## config.mk

```make
export PLATFORM = sky130hd
export DESIGN_NAME = demux1_4_buffered
export DESIGN_NICKNAME = d
export VERILOG_FILES = /design/src/rtl/demux1_4_buffered.sv
export SDC_FILE = /design/constraint.sdc
export NUM_CORES = 1
export LEC_CHECK = 0
export CAP_MARGIN = 25
export CORE_UTILIZATION = 49
export CTS_CLUSTER_SIZE = 14
export DETAILED_ROUTE_END_ITERATION = 6
export GPL_TIMING_DRIVEN = 0
export PLACE_DENSITY = 0.85
export SLEW_MARGIN = 20
export SYNTH_ARGS = -nofsm -noshare
export SYNTH_HDL_FRONTEND = slang
export SYNTH_SLANG_ARGS = --single-unit
```

## constraint.sdc

```tcl
create_clock -name clk -period 2.3 [get_ports clk]
set_input_delay 0.23 -clock clk [delete_from_list [all_inputs] [get_ports clk]]
set_output_delay 0.23 -clock clk [all_outputs]
set_load 0.05 [all_outputs]
```

## src/rtl/demux1_4_buffered.sv

```systemverilog
// ============================================================================
// Module  : demux1_4_buffered
// Purpose : 1-to-4 demultiplexer with a one-entry valid/ready buffer per channel
// Revision: 1.0 - initial release
// ============================================================================
`default_nettype none

module demux1_4_buffered #(
    parameter int WIDTH = 32
) (
    input  logic             clk,
    input  logic             reset,
    input  logic             in_valid,
    output logic             in_ready,
    input  logic [1:0]       sel,
    input  logic [WIDTH-1:0] D,
    output logic [3:0]       out_valid,
    input  logic [3:0]       out_ready,
    output logic [WIDTH-1:0] Y0,
    output logic [WIDTH-1:0] Y1,
    output logic [WIDTH-1:0] Y2,
    output logic [WIDTH-1:0] Y3,
    output logic             busy
);

    localparam int c_NUM_CH = 4;

    logic [c_NUM_CH-1:0] w_valid;
    logic [WIDTH-1:0]    w_y [c_NUM_CH];
    logic                w_in_xfer;

    // Ready looks only at the addressed channel so a stalled neighbour never blocks.
    assign in_ready  = !w_valid[sel] || out_ready[sel];
    assign w_in_xfer = in_valid && in_ready;

    generate
        for (genvar i = 0; i < c_NUM_CH; i++) begin : g_ch
            logic             valid_q;
            logic             valid_d;
            logic [WIDTH-1:0] y_q;
            logic [WIDTH-1:0] y_d;
            logic             w_load;
            logic             w_out_xfer;

            assign w_load     = w_in_xfer && (sel == i[1:0]);
            assign w_out_xfer = valid_q && out_ready[i];

            // A load in the same cycle as a drain keeps the flag set: no bubble.
            always_comb begin
                valid_d = valid_q;
                y_d     = y_q;
                if (w_load) begin
                    valid_d = 1'b1;
                    y_d     = D;
                end else if (w_out_xfer) begin
                    valid_d = 1'b0;
                end
            end

            always_ff @(posedge clk) begin
                if (reset) begin
                    valid_q <= 1'b0;
                    y_q     <= '0;
                end else begin
                    valid_q <= valid_d;
                    y_q     <= y_d;
                end
            end

            assign w_valid[i] = valid_q;
            assign w_y[i]     = y_q;
        end
    endgenerate

    assign out_valid = w_valid;
    assign busy      = |w_valid;
    assign Y0        = w_y[0];
    assign Y1        = w_y[1];
    assign Y2        = w_y[2];
    assign Y3        = w_y[3];

endmodule

`default_nettype wire

```

==> results of run 1 <==
## cell usage after synthesis
master | number | share of area
nand2b_1 | 165 | 0.20
dfxtp_1 | 132 | 0.50
mux2i_1 | 128 | 0.24
clkbuf_1 | 18 | 0.013
buf_2 | 10 | 0.0095
buf_4 | 6 | 0.0086
a21oi_1 | 4 | 0.0038
buf_6 | 3 | 0.0064
nor2b_1 | 2 | 0.0024
or3_1 | 2 | 0.0024
mux4_1 | 1 | 0.0050
nand2_1 | 1 | 0.00071
nand4_1 | 1 | 0.0012
nand4b_1 | 1 | 0.0017
nor3_1 | 1 | 0.00095
nor3_2 | 1 | 0.0019
or4_1 | 1 | 0.0014
## sequential cells by signal, indices dropped and copies added, names as in the netlist
name	flops
g_ch.valid_q	4
Y0	32
Y1	32
Y2	32
Y3	32
## cells by family (layout without fill, tap and decap cells)
logic type / Yosys count / count (layout) / share of synthesized area
AO/OA/AOI/OAI: 4 / 4 / 0.00380
buffers and inverters: 37 / 240 / 0.0373
flip-flops: 132 / 132 / 0.502
multiplexers: 129 / 129 / 0.248
AND/OR/NAND/NOR: 175 / 175 / 0.209
## power breakdown
| part | internal [mW] | switching, mW | total, mW |
|---|---|---|---|
| Clock | 2.09 | 1.01 | 3.10 |
| Combinational | 0.328 | 0.507 | 0.834 |
| Sequential | 2.37 | 0.0477 | 2.42 |
## area by class of cell
type                            instances  area (um^2)
Multi-Input combinational cell        308         2430
Clock buffer                           19          422
Tap cell                              136          170
Sequential cell                       132         2640
Buffer                                 37          196
Fill cell                             740         2540
Clock inverter                         12          253
Timing Repair Buffer                  172         1720
## tightest hold or removal path: cells and delay by family
family / cells / cell delay, ns
and+or+nand+nor: 1 / 0.10
muxes: 1 / 0.12
buffers and inverters: 1 / 0.15
## layer usage
| layer | vias to the layer above | global-route usage |
|---|---|---|
| met2 | 135 | 0.439 |
| met3 | 29 | 0.0785 |
| met1 | 1969 | 0.308 |
| met5 | - | 0 |
| li1 | 1956 | - |
| met4 | 0 | 0.100 |
## metrics by stage
| stage | area, um^2 | instances | setup slack (ns) | TNS [ns] |
|---|---|---|---|---|
| 2_1_floorplan | 5270 | 477 | 0.894 | 0 |
| 3_3_place_gp | 7160 | 785 | 0.0254 | 0 |
| 3_5_place_dp | 7160 | 785 | -0.00981 | -0.00981 |
| 4_1_cts | 7830 | 816 | 0.0801 | 0 |
| 5_1_grt | 7830 | 816 | 0.0294 | 0 |
| 6_report | 7830 | 816 | 0.0807 | 0 |
## worst paths after layout
path,end,slack (ns),from,cells past startpoint
worst max-delay path,in_ready,0.08,g_ch[1].valid_q$_SDFFE_PP0P_,3
worst min-delay path,Y1[9]$_SDFFE_PP0P_,0.14,sel[1],3
worst max register to register,Y1[21]$_SDFFE_PP0P_,0.79,g_ch[1].valid_q$_SDFFE_PP0P_,4
worst min register to register,Y2[13]$_SDFFE_PP0P_,0.47,Y2[13]$_SDFFE_PP0P_,2
==> impl_metrics.py, run 1 <==
metrics = {
    "placement": {
        "place.gp.congestion": 0.856,
        "numPortBuffers": 172,
        "place_hpwl_um": 10100,
    },
    "clock_network": {
        "cts-buffers-inserted": 17,
        "clock_insertion_delay_worst_skew_ns": 0.52,
        "clock_sinks": 132,
        "hold_buf_cts": 0,
        "cts_tree": "done",
        "clockRootBuffer": "clkbuf_8",
        "clk_slew_on_worst_s_h_paths_ns": 0.06,
        "cts_htree_levels": 4,
        "post_cts_buffers": 0,
        "cts_buffer_depth": 2,
        "post_cts_resize_count": 2,
    },
    "floorplanning": {
        "row_count": 37,
        "die_width_um": 106,
        "die_height_um": 106,
        "dieArea_um2": 11200,
        "placeableCoreArea_um2": 10400,
        "pin_count": 175,
        "initial_utilization": 0.508,
    },
    "final_layout": {
        "drive_above_1_share": 0.0721,
        "layout_common_cells": "clkdlybuf4s50_1, nand2b_1, dfxtp_1",
        "final_nets": 709,
        "layout_commonest_cell": "clkdlybuf4s50_1",
        "n_antenna_cell": 0,
        "relative_area_change_from_synthesis_to_final_layout_pct": 48.7,
        "final_core_util": 0.755,
    },
    "logic_synthesis": {
        "syn_avg_cell_area_um2": 11.0,
        "yosysSeqAreaShare": 0.502,
        "synthesis.instances": 477,
        "ys.warnings.count": 0,
        "postSynthNetCount": 518,
        "yosys_register_bits": 132,
        "area_of_the_mapped_netlist_um2": 5270,
        "netlist-cell-type-count": 17,
    },
    "job": {
        "number_of_max_capacitance_violations_reported": 0,
    },
    "setup_path": {
        "worst_setup_path_end_kind": "output pin",
        "path_buf_inv": 1,
        "arrival_ns": 1.99,
        "worstSetupStartpointType": "flop",
        "critical-path-slowest-cell": "mux4_1",
        "critical_path.top_delay_family": "multiplexers",
        "timing_worst_setup_path_type": "reg2out",
        "path_max_fanout": 4,
        "cell_chain_critical_path": "nand2b_1 -> mux4_1 -> dlygate4sd2_1",
        "critical-path-max-stage-delay_ns": 0.51,
        "cp_data_required_time_ns": 2.07,
    },
    "detailed_routing": {
        "drtAntennaViolNets": 0,
        "total_length_of_routed_wires_um": 14100,
        "detailed_route_iter0_violations": 114,
        "vias_per_cell": 5.01,
        "vias": 4089,
        "routed.top_layer": "met4",
        "detail_route.first_pass.iterations": 4,
        "routed-wl-met3_um": 950,
        "dr_wl_met2_um": 6910,
        "drc_viols": 0,
        "routedLengthMet1_um": 5990,
        "drt-wirelength-per-cell_um": 17.3,
    },
    "global_route": {
        "globalRoute.totalOverflow": 0,
        "grt.total_usage": 0.260,
        "grt_max_degree": 17,
        "number_of_antenna_violations_at_the_first_check_in_global_routing": 0,
        "grt_pass1_vias": 4263,
        "grt_first_pass_wirelength_um": 22300,
    },
    "outcome": {
        "run_status": "finished clean",
    },
    "sta": {
        "unrepaired_setup_endpoints_after_global_routing": "no",
        "achievable-frequency_ghz": 0.451,
        "crit_path_time_final_ns": 2.22,
        "final.hold.worst_slack_ns": 0.143,
        "number_of_slew_limit_violations_in_the_final_report": 0,
        "finalHoldViolations": 0,
        "maxSlewHeadroom": 0.627,
        "final_worst_path_cycle_share": 0.965,
        "worst_pin_slew_ns": 0.557,
        "final.setup_skew_ns": 0.00921,
        "final_setup_violations": 0,
    },
    "power": {
        "power_density_nw_per_um2": 811,
        "total_power_mw": 6.35,
        "worst_ir_drop_vdd_mv": 0.471,
        "leakagePower_nw": 3.36,
    },
    "worst_hold_path": {
        "hold_path.class": "in2reg",
    },
}
No activity file was read; power rests on OpenSTA's default activity.
==> run 2: changes to the inputs <==
--- a/config.mk
+++ b/config.mk
@@ -5,12 +5,13 @@
 export SDC_FILE = /design/constraint.sdc
 export NUM_CORES = 1
 export LEC_CHECK = 0
+export ABC_AREA = 1
 export CAP_MARGIN = 25
-export CORE_UTILIZATION = 49
+export CORE_UTILIZATION = 50
 export CTS_CLUSTER_SIZE = 14
 export DETAILED_ROUTE_END_ITERATION = 6
 export GPL_TIMING_DRIVEN = 0
-export PLACE_DENSITY = 0.85
+export PLACE_DENSITY = 0.82
 export SLEW_MARGIN = 20
 export SYNTH_ARGS = -nofsm -noshare
 export SYNTH_HDL_FRONTEND = slang
==> run 2 against run 1 <==
  * Worst hold slack better by 0.093 ns
  * Routed wire length up 35%
  * Sequential power up 3%
  * Area after synthesis up 25%
  * First-iteration DRC count rose to 4.7 times the previous value
  * Die area up 22%
  * Via count up 64%
  * Global-route usage up 2.8 points
  * Largest cell class unchanged
  * Largest power group unchanged
  * Highest routed layer unchanged
==> impl_metrics.py, run 2 <==
metrics = {
    "outcome": {
        "run_status": "finished clean",
    },
    "detailed_routing": {
        "vias": 6688,
        "drc_viols": 0,
        "vias_per_cell": 4.70,
        "drtAntennaViolNets": 0,
        "drt-wirelength-per-cell_um": 13.4,
        "total_length_of_routed_wires_um": 19100,
        "detailed_route_iter0_violations": 539,
        "detail_route.first_pass.iterations": 5,
    },
    "sta": {
        "achievable-frequency_ghz": 0.448,
        "unrepaired_setup_endpoints_after_global_routing": "no",
        "number_of_slew_limit_violations_in_the_final_report": 0,
        "worst_pin_slew_ns": 0.756,
        "final.setup_skew_ns": 0.00789,
        "crit_path_time_final_ns": 2.23,
        "timing.setup.tns_ns": 0,
        "final_worst_path_cycle_share": 0.971,
        "maxSlewHeadroom": 0.494,
        "finalHoldViolations": 0,
        "final_setup_violations": 0,
    },
    "final_layout": {
        "post_layout_nonfiller_instances": 1422,
        "layout_commonest_cell": "nand2_1",
        "n_fill_cell": 1085,
        "layout_common_cells": "nand2_1, inv_1, clkdlybuf4s50_1",
        "relative_area_change_from_synthesis_to_final_layout_pct": 38.4,
        "drive_above_1_share": 0.0776,
        "n_antenna_cell": 0,
        "final_nets": 1278,
    },
    "setup_path": {
        "arrival_ns": 2.00,
        "capturing_point_of_the_worst_reg2reg_path": "Y1[25]$_SDFFE_PP0P_",
        "path_max_fanout": 4,
        "r2r.worst_path.cells": 10,
        "regToRegStartpoint": "g_ch[3].valid_q$_SDFFE_PP0P_",
        "timing_worst_setup_path_type": "reg2out",
        "worstSetupStartpointType": "flop",
        "worst_setup_path_end_kind": "output pin",
        "cp_data_required_time_ns": 2.07,
        "setup.reg_to_reg.worst_slack_ns": 0.71,
    },
    "power": {
        "power_density_nw_per_um2": 736,
        "power.share.switching": 0.299,
        "internal-power_mw": 4.72,
        "p_switching_mw": 2.01,
        "power_frac_comb": 0.212,
        "total_power_mw": 6.73,
        "leakagePower_nw": 4.51,
        "worst_ir_drop_vdd_mv": 0.482,
        "power.clock.fraction": 0.418,
        "sequentialPowerShare": 0.370,
    },
    "logic_synthesis": {
        "netlist-cell-type-count": 18,
        "async_reset_ff_frac": 0,
        "synth_top_cells_by_area": "dfxtp_1, nand2_1, inv_1",
        "synthMostInstantiatedCell": "nand2_1",
        "ys_dominant_reg_cell": "dfxtp_1",
        "area_of_the_mapped_netlist_um2": 6600,
        "synth.top_cell.area_share": 0.400,
        "synthesis.instances": 1047,
        "yosys_register_bits": 132,
        "synthTopCellsByCount": "nand2_1, inv_1, dfxtp_1, nor2_1, nand4_1",
        "synth_top_area_cell": "dfxtp_1",
        "ys.warnings.count": 0,
        "postSynthNetCount": 1088,
        "syn_avg_cell_area_um2": 6.31,
        "synth-edff-count": 0,
        "yosysSeqAreaShare": 0.400,
    },
    "floorplanning": {
        "initial_utilization": 0.519,
        "pin_count": 175,
        "row_count": 41,
        "placeableCoreArea_um2": 12700,
        "die_width_um": 117,
        "die_height_um": 117,
        "dieArea_um2": 13700,
    },
    "global_route": {
        "use_met3": 0.0659,
        "grt_max_degree": 17,
        "groute.layer.met2.usage": 0.485,
        "gr-max-usage-layer": "met2",
        "met1_usage": 0.364,
        "grt_first_pass_wirelength_um": 29800,
        "globalRoute.totalOverflow": 0,
        "number_of_antenna_violations_at_the_first_check_in_global_routing": 0,
        "grt_pass1_vias": 6172,
        "grt.total_usage": 0.288,
    },
    "clock_network": {
        "cts_tree": "done",
        "cts_buffer_depth": 2,
        "clk_slew_on_worst_s_h_paths_ns": 0.06,
        "hold_buf_cts": 0,
        "clock_sinks": 132,
        "clockRootBuffer": "clkbuf_16",
        "cts_htree_levels": 4,
        "clock_insertion_delay_worst_skew_ns": 0.41,
        "cts-buffers-inserted": 17,
    },
    "placement": {
        "place_hpwl_um": 13600,
        "placed_cells": 1390,
        "place.gp.congestion": 0.870,
        "numPortBuffers": 171,
    },
    "worst_hold_path": {
        "holdPathEnd": "Y0[10]$_SDFFE_PP0P_",
        "min_delay_path_depth": 5,
        "worst_min_delay_path_startpoint": "sel[0]",
        "hold_path.class": "in2reg",
    },
    "job": {
        "number_of_max_capacitance_violations_reported": 0,
    },
}
-- run 2: metal layers --
layer  part of all wire  up-vias
met2               0.46      295
met4              0.018        0
met1               0.44     2903
met5                  0        -
li1                   -     3460
met3              0.088       30
-- run 2: power by group through the flow --
stage	clock (mW)	sequential [mW]	combinational (mW)
after floorplan	0	2.94	0.537
after global placement	0	2.53	1.39
after detailed placement	0	2.53	1.41
after CTS	2.83	2.48	1.42
after global routing	2.95	2.49	1.55
final	2.81	2.49	1.43
-- run 2: kinds of logic after synthesis --
| family | after synthesis | share of synthesized area |
|---|---|---|
| simple gates | 542 | 0.366 |
| buf+inv | 369 | 0.231 |
| flops | 132 | 0.400 |
| compound gates | 4 | 0.00303 |
-- run 2: layout make-up --
class                      instances  area (um^2)  area share
multi-input combinational        546         2430       0.266
tap                              172          215      0.0236
inverter                         296         1110       0.122
buffer                            73          415      0.0455
sequential                       132         2640       0.289
clock inverter                    10          155      0.0170
clock buffer                      22          454      0.0497
timing repair buffer             171         1710       0.187
-- run 2: how the worst max path moves through the flow --
stage	start	end	slack, ns	cells after the start
after CTS	g_ch[3].valid_q$_SDFFE_PP0P_	busy	0.06	2
after global placement	out_ready[3]	in_ready	-0.03	7
after floorplan	sel[1]	Y0[0]$_SDFFE_PP0P_	0.88	10
after global routing	g_ch[2].valid_q$_SDFFE_PP0P_	in_ready	0.02	7
after detailed placement	out_ready[3]	in_ready	-0.04	7
final	g_ch[3].valid_q$_SDFFE_PP0P_	busy	0.07	2
-- run 2: stage by stage --
stage / instance area (um^2) / setup WS, ns / utilization / hold slack, ns
final: 9140 / 0.0678 / 0.718 / 0.236
after global routing: 9140 / 0.0165 / 0.718 / 0.255
after CTS: 9140 / 0.0627 / 0.718 / 0.230
after detailed placement: 8530 / -0.0398 / 0.670 / 0.489
after global placement: 8530 / -0.0279 / 0.670 / 0.487
after floorplan: 6600 / 0.878 / - / 0.299
-- run 2: repair_timing --
action / in CTS / in global routing
buffers inserted: 0 / 0
resized for setup: 1 / 0
setup endpoints to repair: 1 / 0
-- run 2: critical path, cell delays in order (launching register included) --
cell	delay [ns]
dfxtp_1	0.34
or4_1	0.53
clkdlybuf4s50_1	0.72
==> run 3: changes to the inputs <==
--- a/config.mk
+++ b/config.mk
@@ -12,6 +12,8 @@
 export DETAILED_ROUTE_END_ITERATION = 6
 export GPL_TIMING_DRIVEN = 0
 export PLACE_DENSITY = 0.82
+export RECOVER_POWER = 50
+export SKIP_LAST_GASP = 1
 export SLEW_MARGIN = 20
 export SYNTH_ARGS = -nofsm -noshare
 export SYNTH_HDL_FRONTEND = slang
==> run 3 against run 2 <==
  * Non-clock buffer count unchanged
  * Via count rose by 0.24%
  * Sequential share of layout area is 0.071 points higher
  * Routed wire length is 0.49% lower
  * Maximum frequency increased by 0.35%
  * Power is 0.19% lower
  * Final cell count is the same
  * Flip-flop and latch count unchanged
  * Cell area fell by 0.25%
  * Combinational power about the same
  * Worst hold slack got worse by 0.0038 ns
==> impl_metrics.py, run 3 (synthesis gave the netlist of run 2 again) <==
metrics = {
    "detailed_routing": {
        "detailed_route_iter0_violations": 516,
        "total_length_of_routed_wires_um": 19000,
        "drtAntennaViolNets": 0,
        "drt-wirelength-per-cell_um": 13.3,
        "drc_viols": 0,
        "vias_per_cell": 4.71,
        "detail_route.first_pass.iterations": 6,
        "vias": 6704,
    },
    "clock_network": {
        "hold_buf_cts": 0,
        "cts_buffer_depth": 2,
        "clock_sinks": 132,
        "cts_htree_levels": 4,
        "clock_insertion_delay_worst_skew_ns": 0.41,
        "clk_slew_on_worst_s_h_paths_ns": 0.06,
        "cts-buffers-inserted": 17,
        "post_cts_buffers": 0,
        "post_cts_resize_count": 1,
        "cts_tree": "done",
        "clockRootBuffer": "clkbuf_16",
    },
    "floorplanning": {
        "row_count": 41,
        "pin_count": 175,
        "dieArea_um2": 13700,
        "die_height_um": 117,
        "initial_utilization": 0.519,
        "placeableCoreArea_um2": 12700,
        "die_width_um": 117,
    },
    "setup_path": {
        "worst-path-stages": 2,
        "setup.reg_to_reg.worst_slack_ns": 0.36,
        "worstSetupStartpointType": "flop",
        "timing_worst_setup_path_type": "reg2out",
        "critical-path-slowest-cell": "clkdlybuf4s50_1",
        "capturing_point_of_the_worst_reg2reg_path": "Y1[25]$_SDFFE_PP0P_",
        "critical_path.top_delay_family": "buffers and inverters",
        "worstSetupStartpoint": "g_ch[3].valid_q$_SDFFE_PP0P_",
        "cp_data_required_time_ns": 2.07,
        "critPathCapture": "busy",
        "critical-path-max-stage-delay_ns": 0.72,
        "arrival_ns": 1.99,
        "regToRegStartpoint": "g_ch[2].valid_q$_SDFFE_PP0P_",
        "worst_setup_path_end_kind": "output pin",
        "path_buf_inv": 1,
        "path_max_fanout": 4,
        "cell_chain_critical_path": "or4_1 -> clkdlybuf4s50_1",
        "r2r.worst_path.cells": 10,
    },
    "global_route": {
        "grt_first_pass_wirelength_um": 29800,
        "number_of_antenna_violations_at_the_first_check_in_global_routing": 0,
        "grt.total_usage": 0.288,
        "globalRoute.totalOverflow": 0,
        "gr-max-usage-layer": "met2",
        "groute.layer.met2.usage": 0.485,
        "use_met3": 0.0659,
        "met1_usage": 0.364,
        "grt_max_degree": 17,
        "grt_pass1_vias": 6172,
    },
    "final_layout": {
        "relative_area_change_from_synthesis_to_final_layout_pct": 38.1,
        "final_nets": 1278,
        "drive_above_1_share": 0.0512,
        "layout_common_cells": "nand2_1, inv_1, clkdlybuf4s50_1",
        "n_antenna_cell": 0,
        "n_fill_cell": 1090,
        "layout_commonest_cell": "nand2_1",
    },
    "power": {
        "worst_ir_drop_vdd_mv": 0.481,
        "total_power_mw": 6.71,
        "power_density_nw_per_um2": 736,
        "leakagePower_nw": 4.49,
    },
    "sta": {
        "number_of_slew_limit_violations_in_the_final_report": 0,
        "achievable-frequency_ghz": 0.450,
        "crit_path_time_final_ns": 2.22,
        "unrepaired_setup_endpoints_after_global_routing": "no",
        "finalHoldViolations": 0,
        "timing.setup.tns_ns": 0,
        "final.setup_skew_ns": 0.00776,
        "maxSlewHeadroom": 0.534,
        "final_worst_path_cycle_share": 0.967,
        "final_setup_violations": 0,
        "worst_pin_slew_ns": 0.696,
    },
    "worst_hold_path": {
        "hold_path.class": "in2reg",
        "min_delay_path_depth": 5,
    },
    "placement": {
        "numPortBuffers": 171,
        "place.gp.congestion": 0.870,
        "place_hpwl_um": 13600,
    },
    "outcome": {
        "run_status": "finished clean",
    },
    "job": {
        "number_of_max_capacitance_violations_reported": 0,
    },
}
[run 3: worst reg2reg max path: stages (launching register included)]
cell      delay [ns]
dfxtp_1         0.39
nand2_1         0.08
nand2_1         0.06
nand2_1         0.04
nand2_1         0.10
nand2_4         0.09
nand3_1         0.28
clkbuf_1        0.53
nand2_1         0.14
clkinv_1        0.08
nor2_1          0.04
[run 3: per-layer routing]
| metal | vias to the layer above | share of wire |
|---|---|---|
| met3 | 32 | 0.088 |
| met2 | 287 | 0.46 |
| met1 | 2926 | 0.43 |
| met4 | 0 | 0.019 |
| li1 | 3459 | - |
| met5 | - | 0 |
[run 3: layout make-up]
cell class | instances | area [um^2] | area share
multi-input cells | 546 | 2420 | 0.265
well taps | 172 | 215 | 0.0236
plain buffers | 73 | 408 | 0.0447
inverters | 296 | 1110 | 0.122
repair buffers | 171 | 1710 | 0.188
clock buffers | 22 | 454 | 0.0498
clock inverters | 10 | 155 | 0.0170
flip-flops and latches | 132 | 2640 | 0.290
[run 3: worst min-delay path by stage]
stage | startpoint | end | slack, ns
after CTS | sel[0] | Y0[10]$_SDFFE_PP0P_ | 0.23
final | sel[0] | Y0[10]$_SDFFE_PP0P_ | 0.23
after global placement | g_ch[1].valid_q$_SDFFE_PP0P_ | g_ch[1].valid_q$_SDFFE_PP0P_ | 0.49
after floorplan | reset | g_ch[0].valid_q$_SDFFE_PP0P_ | 0.30
after detailed placement | g_ch[1].valid_q$_SDFFE_PP0P_ | g_ch[1].valid_q$_SDFFE_PP0P_ | 0.49
after global routing | sel[0] | Y0[9]$_SDFFE_PP0P_ | 0.25
[run 3: report_power, final]
part	leakage, nW	switching (mW)	total [mW]	internal, mW
registers	1.08	0.0710	2.49	2.41
logic	3.11	0.953	1.42	0.463
clock network	0.294	0.977	2.81	1.83
[run 3: through the flow]
| stage | hold slack (ns) | area [um^2] | util | setup slack (ns) | instances |
|---|---|---|---|---|---|
| 2_1_floorplan | 0.299 | 6600 | - | 0.878 | 1047 |
| 3_3_place_gp | 0.487 | 8530 | 0.670 | -0.0279 | 1390 |
| 3_5_place_dp | 0.489 | 8530 | 0.670 | -0.0398 | 1390 |
| 4_1_cts | 0.230 | 9140 | 0.718 | 0.0627 | 1422 |
| 5_1_grt | 0.254 | 9110 | 0.716 | 0.0327 | 1422 |
| 6_report | 0.232 | 9110 | 0.716 | 0.0755 | 1422 |
